--- config.mk ---
export PLATFORM = sky130hd
export DESIGN_NAME = fetch_unit
export DESIGN_NICKNAME = d
export VERILOG_FILES = /design/src/rtl/riscv_pkg.sv /design/src/rtl/sync_fifo.sv /design/src/rtl/fetch_unit.sv
export SDC_FILE = /design/constraint.sdc
export NUM_CORES = 1
export LEC_CHECK = 0
export CAP_MARGIN = 40
export CORE_MARGIN = 10
export CORE_UTILIZATION = 25
export CTS_CLUSTER_DIAMETER = 200
export DETAILED_ROUTE_END_ITERATION = 10
export PLACE_DENSITY = 0.51
export SYNTH_ARGS = -nofsm -noshare
export SYNTH_HDL_FRONTEND = slang
export SYNTH_SLANG_ARGS = --single-unit
export TNS_END_PERCENT = 20
--- constraint.sdc ---
create_clock -name clk -period 7.95 [get_ports clk]
set_clock_uncertainty 0.1 [all_clocks]
set_input_delay 1.1925 -clock clk [delete_from_list [all_inputs] [get_ports clk]]
set_output_delay 1.1925 -clock clk [all_outputs]
set_load 0.005 [all_outputs]
--- src/rtl/riscv_pkg.sv ---
// Shared RV32I core types and constants used by the fetch stage.
package riscv_pkg;

    localparam int XLEN = 32;
    localparam logic [XLEN-1:0] NOP_INSTR = 32'h0000_0013;

    typedef struct packed {
        logic [XLEN-1:0] instr;
        logic [XLEN-1:0] pc;
    } fetch_entry_t;

    function automatic logic [XLEN-1:0] alignWord(input logic [XLEN-1:0] addr);
        return addr & ~XLEN'(3);
    endfunction

endpackage

--- src/rtl/sync_fifo.sv ---
// Register-based FIFO with registered head, synchronous flush and async active-low reset.
module sync_fifo #(
    parameter int WIDTH = 32,
    parameter int DEPTH = 2,
    localparam int PW = $clog2(DEPTH),
    localparam int CW = $clog2(DEPTH) + 1
) (
    input  logic             clk,
    input  logic             rst_n,
    input  logic             flush,
    input  logic             push,
    input  logic [WIDTH-1:0] pushData,
    input  logic             pop,
    output logic [WIDTH-1:0] popData,
    output logic             full,
    output logic             empty,
    output logic [CW-1:0]    count
);

    logic [WIDTH-1:0] mem [DEPTH];
    logic [PW-1:0]    rdPtr;
    logic [PW-1:0]    wrPtr;
    logic             doPush;
    logic             doPop;

    assign full    = (count == CW'(DEPTH));
    assign empty   = (count == '0);
    assign popData = mem[rdPtr];

    // A full FIFO still accepts a push when the head leaves in the same cycle.
    assign doPop  = pop && !flush && !empty;
    assign doPush = push && !flush && (!full || doPop);

    always_ff @(posedge clk or negedge rst_n) begin
        if (!rst_n) begin
            rdPtr <= '0;
            wrPtr <= '0;
            count <= '0;
        end else if (flush) begin
            rdPtr <= '0;
            wrPtr <= '0;
            count <= '0;
        end else begin
            if (doPush) wrPtr <= wrPtr + PW'(1);
            if (doPop)  rdPtr <= rdPtr + PW'(1);
            case ({doPush, doPop})
                2'b10:   count <= count + CW'(1);
                2'b01:   count <= count - CW'(1);
                default: count <= count;
            endcase
        end
    end

    always_ff @(posedge clk) begin
        if (doPush) mem[wrPtr] <= pushData;
    end

endmodule

--- src/rtl/fetch_unit.sv ---
// RV32I instruction-fetch stage: PC generation, credit-limited imem requests,
// in-order instruction buffer feeding decode, and redirect flush.
module fetch_unit #(
    parameter logic [31:0] RESET_PC = 32'h0000_0000,
    parameter int          DEPTH    = 2
) (
    input  logic        clk,
    input  logic        rst_n,
    output logic        imem_req_valid,
    output logic [31:0] imem_req_addr,
    input  logic        imem_req_ready,
    input  logic        imem_resp_valid,
    input  logic [31:0] imem_resp_data,
    input  logic        PCSrcE,
    input  logic [31:0] PCTargetE,
    input  logic        StallD,
    output logic        ValidD,
    output logic [31:0] InstrD,
    output logic [31:0] PCD,
    output logic [31:0] PCPlus4D
);

    import riscv_pkg::*;

    localparam int CW = $clog2(DEPTH) + 1;
    localparam logic [CW:0] DEPTH_LIM = (CW + 1)'(DEPTH);

    logic [XLEN-1:0] pcF;
    logic [XLEN-1:0] lastPc;
    logic [CW-1:0]   inflight;
    logic [CW-1:0]   dropCnt;

    logic [XLEN-1:0] tagHead;
    logic            tagFull;
    logic            tagEmpty;
    logic [CW-1:0]   tagCount;

    fetch_entry_t    bufIn;
    fetch_entry_t    bufHead;
    logic [$bits(fetch_entry_t)-1:0] bufHeadRaw;
    logic            bufFull;
    logic            bufEmpty;
    logic [CW-1:0]   bufCount;

    logic            reqFire;
    logic            respAny;
    logic            respKeep;
    logic            headPop;
    logic [CW:0]     creditSum;

    assign ValidD  = !bufEmpty;
    assign bufHead = fetch_entry_t'(bufHeadRaw);
    assign headPop = ValidD && !StallD && !PCSrcE;

    // Credits: outstanding requests plus buffered entries, less the entry leaving now.
    assign creditSum = {1'b0, inflight} + {1'b0, bufCount} - (CW + 1)'(headPop);

    assign imem_req_valid = rst_n && !PCSrcE && !tagFull && (creditSum < DEPTH_LIM);
    assign imem_req_addr  = pcF;
    assign reqFire        = imem_req_valid && imem_req_ready;

    assign respAny  = imem_resp_valid && !tagEmpty;
    assign respKeep = respAny && !PCSrcE && (dropCnt == '0);

    assign bufIn.instr = imem_resp_data;
    assign bufIn.pc    = tagHead;

    assign InstrD   = ValidD ? bufHead.instr : NOP_INSTR;
    assign PCD      = ValidD ? bufHead.pc : lastPc;
    assign PCPlus4D = PCD + 32'd4;

    sync_fifo #(
        .WIDTH (XLEN),
        .DEPTH (DEPTH)
    ) u_tagFifo (
        .clk      (clk),
        .rst_n    (rst_n),
        .flush    (1'b0),
        .push     (reqFire),
        .pushData (pcF),
        .pop      (respAny),
        .popData  (tagHead),
        .full     (tagFull),
        .empty    (tagEmpty),
        .count    (tagCount)
    );

    sync_fifo #(
        .WIDTH ($bits(fetch_entry_t)),
        .DEPTH (DEPTH)
    ) u_instrBuf (
        .clk      (clk),
        .rst_n    (rst_n),
        .flush    (PCSrcE),
        .push     (respKeep),
        .pushData (bufIn),
        .pop      (headPop),
        .popData  (bufHeadRaw),
        .full     (bufFull),
        .empty    (bufEmpty),
        .count    (bufCount)
    );

    always_ff @(posedge clk or negedge rst_n) begin
        if (!rst_n) begin
            pcF      <= RESET_PC;
            lastPc   <= RESET_PC;
            inflight <= '0;
            dropCnt  <= '0;
        end else begin
            if (PCSrcE)
                pcF <= alignWord(PCTargetE);
            else if (reqFire)
                pcF <= pcF + 32'd4;

            inflight <= inflight + CW'(reqFire) - CW'(respAny);

            // Everything still outstanding after a redirect belongs to the wrong path.
            if (PCSrcE)
                dropCnt <= inflight - CW'(respAny);
            else if (respAny && (dropCnt != '0))
                dropCnt <= dropCnt - CW'(1);

            if (ValidD)
                lastPc <= bufHead.pc;
        end
    end

    assert property (@(posedge clk) disable iff (!rst_n) tagCount == inflight);
    assert property (@(posedge clk) disable iff (!rst_n) !(bufFull && respKeep && !headPop));

endmodule

==> reports/results.ini, run 1 <==
[sta]
worst_pin_slew_ns = 0.825
hold_violations = 0
relSlewSlack = 0.444
setup_viol = 0
max_freq_ghz = 0.166
post-route-period-util = 0.757
tns_ns = 0
post-route-min-period_ns = 6.02
drv_slew = 0
setup_ws_ns = 1.93
grt_setup_unrepaired = false

[route]
antenna_left = 0
drc = 0
drtIter0Drc = 420
routedWlPerCell_um = 19.2
via_per_inst = 4.37
first_pass_iters = 5
routed_wirelength_um = 30900
vias = 7049

[yosys]
ys_warn_count = 0
synth_top_flop_cell = edfxtp_1
synthArstFlopShare = 0.287
ys_ff_latch = 258
syn_area_per_cell_um2 = 13.8
yosysSeqAreaShare = 0.667
syn-cell-area_um2 = 11100
synth_cell_types = 55
yosys.area.top_type_share = 0.500
synth_edf_count = 184
synth.area.top_cells = edfxtp_1 50%, dfrtp_1 17%, mux2i_1 5.7%, mux2_2 3.9%, xnor2_1 2.5%
synth_top_area_cell = edfxtp_1
netlist_instances = 799

[clocking]
clock_sinks = 258
hold_buffers = 0
clock_path_buffers = 3
cts_buffers = 31
cts_max_level = 1
clk_pin_slew_ns = 0.06
cts_resized = 0
cts_root_buffer = clkbuf_16
post-cts-setup-buffer-count = 0
tritoncts = yes
clock_latency_ns = 0.55

[global_route]
grt_max_degree = 53
grt-ovfl-total = 0
grt.total_usage = 0.113
antenna_found_initial = 0
grt_pass1_vias = 7157
grt_pass1_wl_um = 46600

[placement]
hpwl_um = 21400
place_ws_ns = 2.44
gp_congestion = 0.749
portBuffers = 195
post-place-cells = 1555

[floorplanning]
pin_count = 200
die_y_um = 230
die-area_um2 = 53000
start_util = 0.255
fp.dieW_um = 230
rows = 76
coreArea_um2 = 43400

[setup_path]
path_max_fanout = 45
r2r-end = inflight[1]$_DFF_PN0_
reg2reg_slack_ns = 3.22
critPathCaptureType = primary output
crit_end = PCPlus4D[31]
reg2reg_depth = 15
cp-startpoint = u_instrBuf.count[0]$_DFFE_PN0P_
path_class = flop to primary output
worstSetupStartpointType = flop
critPathRequiredTime_ns = 6.66
worstPathArrival_ns = 4.73
rr_startpoint = u_instrBuf.count[0]$_DFFE_PN0P_

[cells_and_area]
mostFrequentLayoutCell = clkdlybuf4s50_1
drive_above_1_share = 0.123
multiInputGateArea_um2 = 3350
layout_common_cells = 193 x clkdlybuf4s50_1, 184 x edfxtp_1, 73 x dfrtp_1
num_antenna_cells = 0
utilization = 0.339
area_delta_synth_final_pct = 32.9
fillerInstances = 4324
nets = 1083
regArea_um2 = 7380
layout.cells.non_filler = 1612

[run]
cap_violations = 0

[power_and_ir_drop]
total_power_mw = 4.53
ir_worst_vdd_mv = 0.131
power_density_nw_per_um2 = 308
leakage_nw = 5.02

[hold_path]
hold_path.class = flop to flop

[run_status]
outcome = complete, no violations

[kinds of logic (layout without fill, tap and decap cells)]
group / count (synthesis) / in the layout / share of synthesized area
AO/OA/AOI/OAI: 96 / 96 / 0.0553
XOR/XNOR: 47 / 47 / 0.0372
adder cells (fa/ha/maj): 10 / 10 / 0.0120
buffers and inverters: 71 / 298 / 0.0321
flip-flops: 258 / 258 / 0.667
multiplexers: 101 / 101 / 0.0957
other: 1 / 2 / 0.000339
AND/OR/NAND/NOR: 215 / 215 / 0.100
[flip-flops by register name, summed over array words and instances (netlist names), 2 cells and up]
register,count
u_tagFifo.mem,60
inflight,2
lastPc,32
imem_req_addr,30
u_instrBuf.mem,124
u_instrBuf.count,2
dropCnt,2
u_tagFifo.count,2
[where the power goes]
part	switching [mW]	internal (mW)
logic	0.659	0.711
registers	0.111	1.65
clock network	0.544	0.854
[Yosys cell counts, drive strengths merged (2+ instances only)]
| master | n |
|---|---|
| xor2 | 16 |
| nand2b | 2 |
| a21o | 3 |
| nor3 | 32 |
| xnor2 | 31 |
| o21ai | 37 |
| nor4 | 8 |
| and2 | 5 |
| nand4 | 10 |
| a31oi | 7 |
| ha | 9 |
| o311ai | 9 |
| and3 | 11 |
| o21a | 2 |
| o211ai | 3 |
| buf | 25 |
| mux2i | 63 |
| a221o | 5 |
| inv | 30 |
| nand2 | 56 |
| and4 | 4 |
| nor2 | 53 |
| clkbuf | 16 |
| nand4b | 2 |
| a21oi | 25 |
| dfrtp | 74 |
| nand3 | 23 |
| edfxtp | 184 |
| mux2 | 38 |
[per-layer routing]
layer	part of all wire	wire length, um	track usage	up-vias
li1	-	-	-	3366
met1	0.46	14200	0.153	3473
met2	0.47	14600	0.181	178
met3	0.055	1720	0.0240	32
met4	0.015	463	0.0288	0
met5	0	0	0	-
[worst max-delay path, stage by stage (launching register included)]
cell             delay [ns]
dfrtp_1                0.36
buf_4                  0.23
nor2_8                 0.57
inv_2                  0.38
a21oi_1                0.62
and4_1                 0.42
nand3_2                0.30
nor4_2                 0.51
xor2_1                 0.18
clkdlybuf4s50_1        0.57
[stage by stage]
| step | hold WS [ns] | area (um2) |
|---|---|---|
| 2_1_floorplan | 0.359 | 11100 |
| 3_3_place_gp | 0.383 | 13600 |
| 3_5_place_dp | 0.382 | 13700 |
| 4_1_cts | 0.393 | 14700 |
| 5_1_grt | 0.408 | 14700 |
| 6_report | 0.396 | 14700 |
[how the worst min path moves through the flow]
stage	cells past startpoint	slack, ns	startpoint	endpoint
after floorplan	1	0.36	u_tagFifo.count[1]$_DFFE_PN0P_	u_tagFifo.count[1]$_DFFE_PN0P_
after global placement	1	0.38	u_tagFifo.count[1]$_DFFE_PN0P_	u_tagFifo.count[1]$_DFFE_PN0P_
after detailed placement	1	0.38	u_tagFifo.count[1]$_DFFE_PN0P_	u_tagFifo.count[1]$_DFFE_PN0P_
after CTS	1	0.39	u_tagFifo.count[1]$_DFFE_PN0P_	u_tagFifo.count[1]$_DFFE_PN0P_
after global routing	1	0.41	u_tagFifo.count[1]$_DFFE_PN0P_	u_tagFifo.count[1]$_DFFE_PN0P_
final	1	0.40	u_tagFifo.count[1]$_DFFE_PN0P_	u_tagFifo.count[1]$_DFFE_PN0P_
[area by class of cell]
type / count / share of cell area
timing repair buffer: 211 / 0.143
clock inverter: 11 / 0.00971
tap: 585 / 0.0498
sequential: 258 / 0.502
clock buffer: 46 / 0.0593
multi-input combinational: 471 / 0.228
inverter: 30 / 0.00766
(Power assumes the default switching activity.)
==> inputs of run 2 (changes only) <==
clock period = 5.49 ns   (was 7.95 ns; I/O delays follow)
==> run 2 against run 1 <==
  * Sequential power up 45%
  * Die area unchanged
  * Hold slack worse by 0.24 ns
  * Largest power group unchanged
==> reports/results.ini, run 2 (same netlist as run 1, synthesis figures left out) <==
[setup_path]
path_class = flop to primary output  ; unchanged
worstSetupStartpointType = flop  ; unchanged
reg2reg_slack_ns = 1.66  ; was 3.22 ns
critPathCaptureType = primary output  ; unchanged
rr_startpoint = u_instrBuf.count[0]$_DFFE_PN0P_  ; unchanged
crit_buf_inv = 1  ; was 3
cp-startpoint = u_instrBuf.rdPtr$_DFFE_PN0P_  ; was u_instrBuf.count[0]$_DFFE_PN0P_
r2r-end = inflight[1]$_DFF_PN0_  ; unchanged
crit_path_top_delay_cell = dfrtp_4  ; was a21oi_1
path_cells = mux2i_1 -> a21oi_1 -> and4_1 -> nand3_2 -> nor4_2 -> xor2_1 -> clkdlybuf4s50_1  ; was buf_4 -> nor2_8 -> inv_2 -> a21oi_1 -> and4_1 -> nand3_2 -> nor4_2 -> xor2_1 -> clkdlybuf4s50_1
reg2reg_depth = 15  ; unchanged
path_max_fanout = 29  ; was 45
critPathRequiredTime_ns = 4.57  ; was 6.66 ns
crit_family = simple AND/OR/NAND/NOR gates  ; unchanged
worstPathArrival_ns = 3.94  ; was 4.73 ns
critPathMaxStageDelay_ns = 0.75  ; was 0.62 ns

[clocking]
post-cts-setup-buffer-count = 0  ; unchanged
cts_root_buffer = clkbuf_16  ; unchanged
clk_pin_slew_ns = 0.05  ; was 0.06 ns
tritoncts = yes  ; unchanged
clock_path_buffers = 3  ; unchanged
clock_sinks = 258  ; unchanged
cts_buffers = 29  ; was 31
cts_resized = 0  ; unchanged
cts_max_level = 1  ; unchanged
clock_latency_ns = 0.54  ; was 0.55 ns
hold_buffers = 0  ; unchanged

[run]
cap_violations = 0  ; unchanged

[route]
drtIter0Drc = 380  ; was 420
vias = 7003  ; was 7049
antenna_left = 0  ; unchanged
first_pass_iters = 4  ; was 5
routed_wirelength_um = 30500  ; was 30900 um
via_per_inst = 4.34  ; was 4.37
drc = 0  ; unchanged
routedWlPerCell_um = 18.9  ; was 19.2 um

[power_and_ir_drop]
clkPwrFrac = 0.289  ; was 0.309
total_power_mw = 6.37  ; was 4.53 mW
switching_share = 0.291  ; was 0.290
comb_power_share = 0.311  ; was 0.303
leakage_nw = 4.98  ; was 5.02 nW
power_density_nw_per_um2 = 436  ; was 308 nW/um2
p_sw_mw = 1.85  ; was 1.31 mW
ir_worst_vdd_mv = 0.173  ; was 0.131 mV
intPower_mw = 4.52  ; was 3.21 mW
seqPwrFrac = 0.401  ; was 0.389

[sta]
relSlewSlack = 0.568  ; was 0.444
grt_setup_unrepaired = false  ; unchanged
tns_ns = 0  ; unchanged
max_freq_ghz = 0.206
post-route-min-period_ns = 4.86
drv_slew = 0  ; unchanged
hold_violations = 0  ; unchanged
post-route-period-util = 0.885
worst_pin_slew_ns = 0.648  ; was 0.825 ns
setup_viol = 0  ; unchanged

[floorplanning]
coreArea_um2 = 43400  ; unchanged
fp.dieW_um = 230  ; unchanged
start_util = 0.255  ; unchanged
rows = 76  ; unchanged
pin_count = 200  ; unchanged
die-area_um2 = 53000  ; unchanged
die_y_um = 230  ; unchanged

[placement]
gp_congestion = 0.770  ; was 0.749
portBuffers = 195  ; unchanged
hpwl_um = 21600  ; was 21400 um

[run_status]
outcome = complete, no violations  ; unchanged

[global_route]
grt_pass1_wl_um = 46000  ; was 46600 um
antenna_found_initial = 1  ; was 0
grt_max_degree = 53  ; unchanged
grt-ovfl-total = 0  ; unchanged
grt_pass1_vias = 7167  ; was 7157
grt.total_usage = 0.112  ; was 0.113

[cells_and_area]
largest_reg_flops = 124  ; unchanged
top_regs = u_instrBuf.mem (124), u_tagFifo.mem (60), lastPc (32)  ; unchanged
mostFrequentLayoutCell = clkdlybuf4s50_1  ; unchanged
drive_above_1_share = 0.119  ; was 0.123
top_register = u_instrBuf.mem  ; unchanged
nets = 1085  ; was 1083
fillerInstances = 4340  ; was 4324
layout_common_cells = 193 x clkdlybuf4s50_1, 184 x edfxtp_1, 73 x dfrtp_1  ; unchanged
area_delta_synth_final_pct = 32.1  ; was 32.9%

[hold_path]
hold_path.class = input port to asynchronous set/reset pin  ; was flop to flop

## run 2: changes by cell type in the layout (fill, tap and decap cells not counted), moves of 2 or more
cell	previous run	this run
buf_4	15	18
clkbuf_16	31	29
clkbuf_8	4	2
clkbuf_1	11	13
buf_12	0	3
buf_16	2	0
## run 2: power by group through the flow
stage / Combinational (mW) / Clock, mW / Sequential (mW)
after floorplan: 0.984 / 0 / 2.53
after global placement: 2.00 / 0 / 2.59
after detailed placement: 2.02 / 0 / 2.59
after CTS: 2.04 / 1.90 / 2.55
after global routing: 2.17 / 1.99 / 2.58
final: 1.98 / 1.84 / 2.55
## run 2: area by class of cell
type	instances	area, um2	share of cell area
sequential	258	7380	0.505
multi-input combinational	471	3350	0.229
timing repair buffer	215	2130	0.146
clock buffer	44	802	0.0549
tap	585	732	0.0501
inverter	30	113	0.00771
clock inverter	9	98.8	0.00677
antenna	1	2.50	0.000171
## run 2: how the worst max path moves through the flow
stage                                                 end  slack, ns  cells after the start
after floorplan           u_instrBuf.mem[0][10]$_DFFE_PP_       0.19                      3
after global placement                     imem_req_valid       1.13                      8
after detailed placement                     PCPlus4D[31]       1.14                      7
after CTS                                    PCPlus4D[31]       0.53                      7
after global routing                         PCPlus4D[31]       0.39                      7
final                                        PCPlus4D[31]       0.63                      7
## run 2: through the flow
| step | utilization | area (um2) | hold slack [ns] | worst slack (ns) | cells |
|---|---|---|---|---|---|
| finish | 0.337 | 14600 | 0.156 | 0.630 | 1613 |
| global route | 0.337 | 14600 | 0.174 | 0.394 | 1612 |
| CTS | 0.337 | 14600 | 0.153 | 0.535 | 1612 |
| detailed placement | 0.316 | 13700 | 0.383 | 1.14 | 1559 |
| global placement | 0.315 | 13700 | 0.380 | 1.13 | 1557 |
| floorplan | - | 11100 | 0.359 | 0.188 | 800 |
## run 2: metal layers
layer	GRT usage	up-vias	wire [um]
met1	0.147	3460	13900
li1	-	3349	-
met4	0.0317	0	546
met2	0.184	162	14500
met5	0	-	0
met3	0.0212	32	1560
## run 2: worst reg2reg max path, stage by stage, from the launching register on
cell      delay (ns)
dfrtp_1         0.43
nor2_8          0.13
buf_4           0.43
nor3_1          0.10
ha_1            0.28
nand2b_1        0.15
fa_1            0.44
and3b_1         0.20
and4_1          0.21
inv_1           0.26
buf_4           0.28
ha_1            0.26
inv_1           0.06
ha_1            0.15
xnor2_1         0.13
xnor2_1         0.14
==> inputs of run 3 (changes only) <==
CORE_ASPECT_RATIO = 1.2   (was unset)
==> run 3 against run 2 <==
  * Worst setup slack improved by 0.045 ns
  * Sequential power barely moved
  * Final area barely moved
  * Critical path type unchanged
  * Largest power group unchanged
==> reports/results.ini, run 3 (same netlist as run 1, synthesis figures left out) <==
[floorplanning]
pin_count = 200  ; unchanged
fp.dieW_um = 212  ; was 230 um
coreArea_um2 = 43800  ; was 43400 um2
start_util = 0.252  ; was 0.255
rows = 84  ; was 76
die_y_um = 250  ; was 230 um
die-area_um2 = 53100  ; was 53000 um2

[setup_path]
crit_buf_inv = 1  ; unchanged
path_class = flop to primary output  ; unchanged
crit_family = simple AND/OR/NAND/NOR gates  ; unchanged
critPathRequiredTime_ns = 4.57  ; about the same
crit_path_top_delay_cell = dfrtp_4  ; unchanged
critPathCaptureType = primary output  ; unchanged
worstSetupStartpointType = flop  ; unchanged
path_cells = mux2i_1 -> a21oi_1 -> and4_1 -> nand3_2 -> nor4_2 -> xor2_1 -> clkdlybuf4s50_1  ; unchanged
critPathMaxStageDelay_ns = 0.88  ; was 0.75 ns
path_max_fanout = 39  ; was 29
worstPathArrival_ns = 3.89  ; was 3.94 ns

[route]
drt-met1-wl_um = 12900  ; was 13900 um
routed.top_layer = met5  ; was met4
routedWlPerCell_um = 19.0  ; was 18.9 um
drtIter0Drc = 327  ; was 380
first_pass_iters = 4  ; unchanged
routed_wirelength_um = 30100  ; was 30500 um
wl_met3_um = 1500  ; was 1560 um
via_per_inst = 4.45  ; was 4.34
antenna_left = 0  ; unchanged
vias = 7061  ; was 7003
drc = 0  ; unchanged
wl_met2_um = 15000  ; was 14500 um

[power_and_ir_drop]
ir_worst_vdd_mv = 0.212  ; was 0.173 mV
power_density_nw_per_um2 = 443  ; was 436 nW/um2
total_power_mw = 6.47  ; was 6.37 mW
leakage_nw = 5.00  ; was 4.98 nW

[sta]
max_freq_ghz = 0.208  ; was 0.206 GHz
post-route-min-period_ns = 4.81  ; was 4.86 ns
relSlewSlack = 0.535  ; was 0.568
tns_ns = 0  ; unchanged
setup_viol = 0  ; unchanged
hold_violations = 0  ; unchanged
drv_slew = 0  ; unchanged
post-route-period-util = 0.877  ; was 0.885
worst_pin_slew_ns = 0.698  ; was 0.648 ns
whs_ns = 0.139  ; was 0.156 ns
grt_setup_unrepaired = false  ; unchanged
setup_ws_ns = 0.675  ; was 0.630 ns

[cells_and_area]
largest_reg_flops = 124  ; unchanged
nets = 1084  ; was 1085
layout_common_cells = 193 x clkdlybuf4s50_1, 184 x edfxtp_1, 73 x dfrtp_1  ; unchanged
top_regs = u_instrBuf.mem (124), u_tagFifo.mem (60), lastPc (32)  ; unchanged
multiInputGateArea_um2 = 3350  ; unchanged
area_delta_synth_final_pct = 32.1  ; about the same
regArea_um2 = 7380  ; unchanged
top_register = u_instrBuf.mem  ; unchanged
drive_above_1_share = 0.121  ; was 0.119
mostFrequentLayoutCell = clkdlybuf4s50_1  ; unchanged
num_antenna_cells = 0  ; was 1
fillerInstances = 4339  ; was 4340
fin_area_um2 = 14600  ; about the same

[placement]
portBuffers = 195  ; unchanged
hpwl_um = 21000  ; was 21600 um
gp_congestion = 0.762  ; was 0.770
place_ws_ns = 1.14  ; about the same
place_area_um2 = 13700  ; about the same

[global_route]
grt-ovfl-total = 0  ; unchanged
grt_max_degree = 53  ; unchanged
grt_pass1_wl_um = 46200  ; was 46000 um
grt_pass1_vias = 7310  ; was 7167
grt.total_usage = 0.112  ; about the same
antenna_found_initial = 1  ; unchanged

[clocking]
clk_pin_slew_ns = 0.06  ; was 0.05 ns
clock_sinks = 258  ; unchanged
cts_resized = 0  ; unchanged
cts_root_buffer = clkbuf_16  ; unchanged
cts_buffers = 29  ; unchanged
hold_buffers = 0  ; unchanged
clock_latency_ns = 0.55  ; was 0.54 ns
tritoncts = yes  ; unchanged
post-cts-setup-buffer-count = 0  ; unchanged
cts_max_level = 1  ; unchanged
clock_path_buffers = 3  ; unchanged

[hold_path]
hold_path.class = input port to asynchronous set/reset pin  ; unchanged

[run]
cap_violations = 0  ; unchanged

[run_status]
outcome = complete, no violations  ; unchanged

[run 3: worst paths after layout]
path	startpoint	end	slack [ns]	depth (start not counted)
min	rst_n	imem_req_addr[5]$_DFFE_PN0P_	0.14	1
max reg2reg	u_instrBuf.count[0]$_DFFE_PN0P_	imem_req_addr[17]$_DFFE_PN0P_	1.61	13
min reg2reg	lastPc[22]$_DFF_PN0_	lastPc[22]$_DFF_PN0_	0.39	2
min in group clk	lastPc[22]$_DFF_PN0_	lastPc[22]$_DFF_PN0_	0.39	2
max in group asynchronous	rst_n	u_instrBuf.rdPtr$_DFFE_PN0P_	4.07	2
max	u_instrBuf.rdPtr$_DFFE_PN0P_	PCPlus4D[31]	0.68	7
[run 3: cell type report]
cell class | instances | share of cell area
tap | 559 | 0.0479
clock inverter | 14 | 0.0107
clock buffer | 39 | 0.0536
multi-input combinational | 471 | 0.229
sequential | 258 | 0.505
inverter | 30 | 0.00771
timing repair buffer | 214 | 0.145
[run 3: where the power goes]
part / switching, mW / leakage, nW / internal (mW) / total, mW
registers: 0.167 / 2.55 / 2.39 / 2.55
logic: 0.968 / 2.00 / 1.03 / 2.00
clock network: 0.774 / 0.449 / 1.14 / 1.91
total: 1.91 / 5.00 / 4.56 / 6.47
[run 3: layer usage]
layer  GRT usage  vias to the layer above
met3      0.0239                       42
met4      0.0339                        2
li1            -                     3336
met5           0                        -
met1       0.137                     3520
met2       0.192                      161
[run 3: per-stage QoR]
stage | cells | util
after floorplan | 800 | -
after global placement | 1529 | 0.310
after detailed placement | 1532 | 0.312
after CTS | 1585 | 0.333
after global routing | 1585 | 0.333
final | 1585 | 0.333
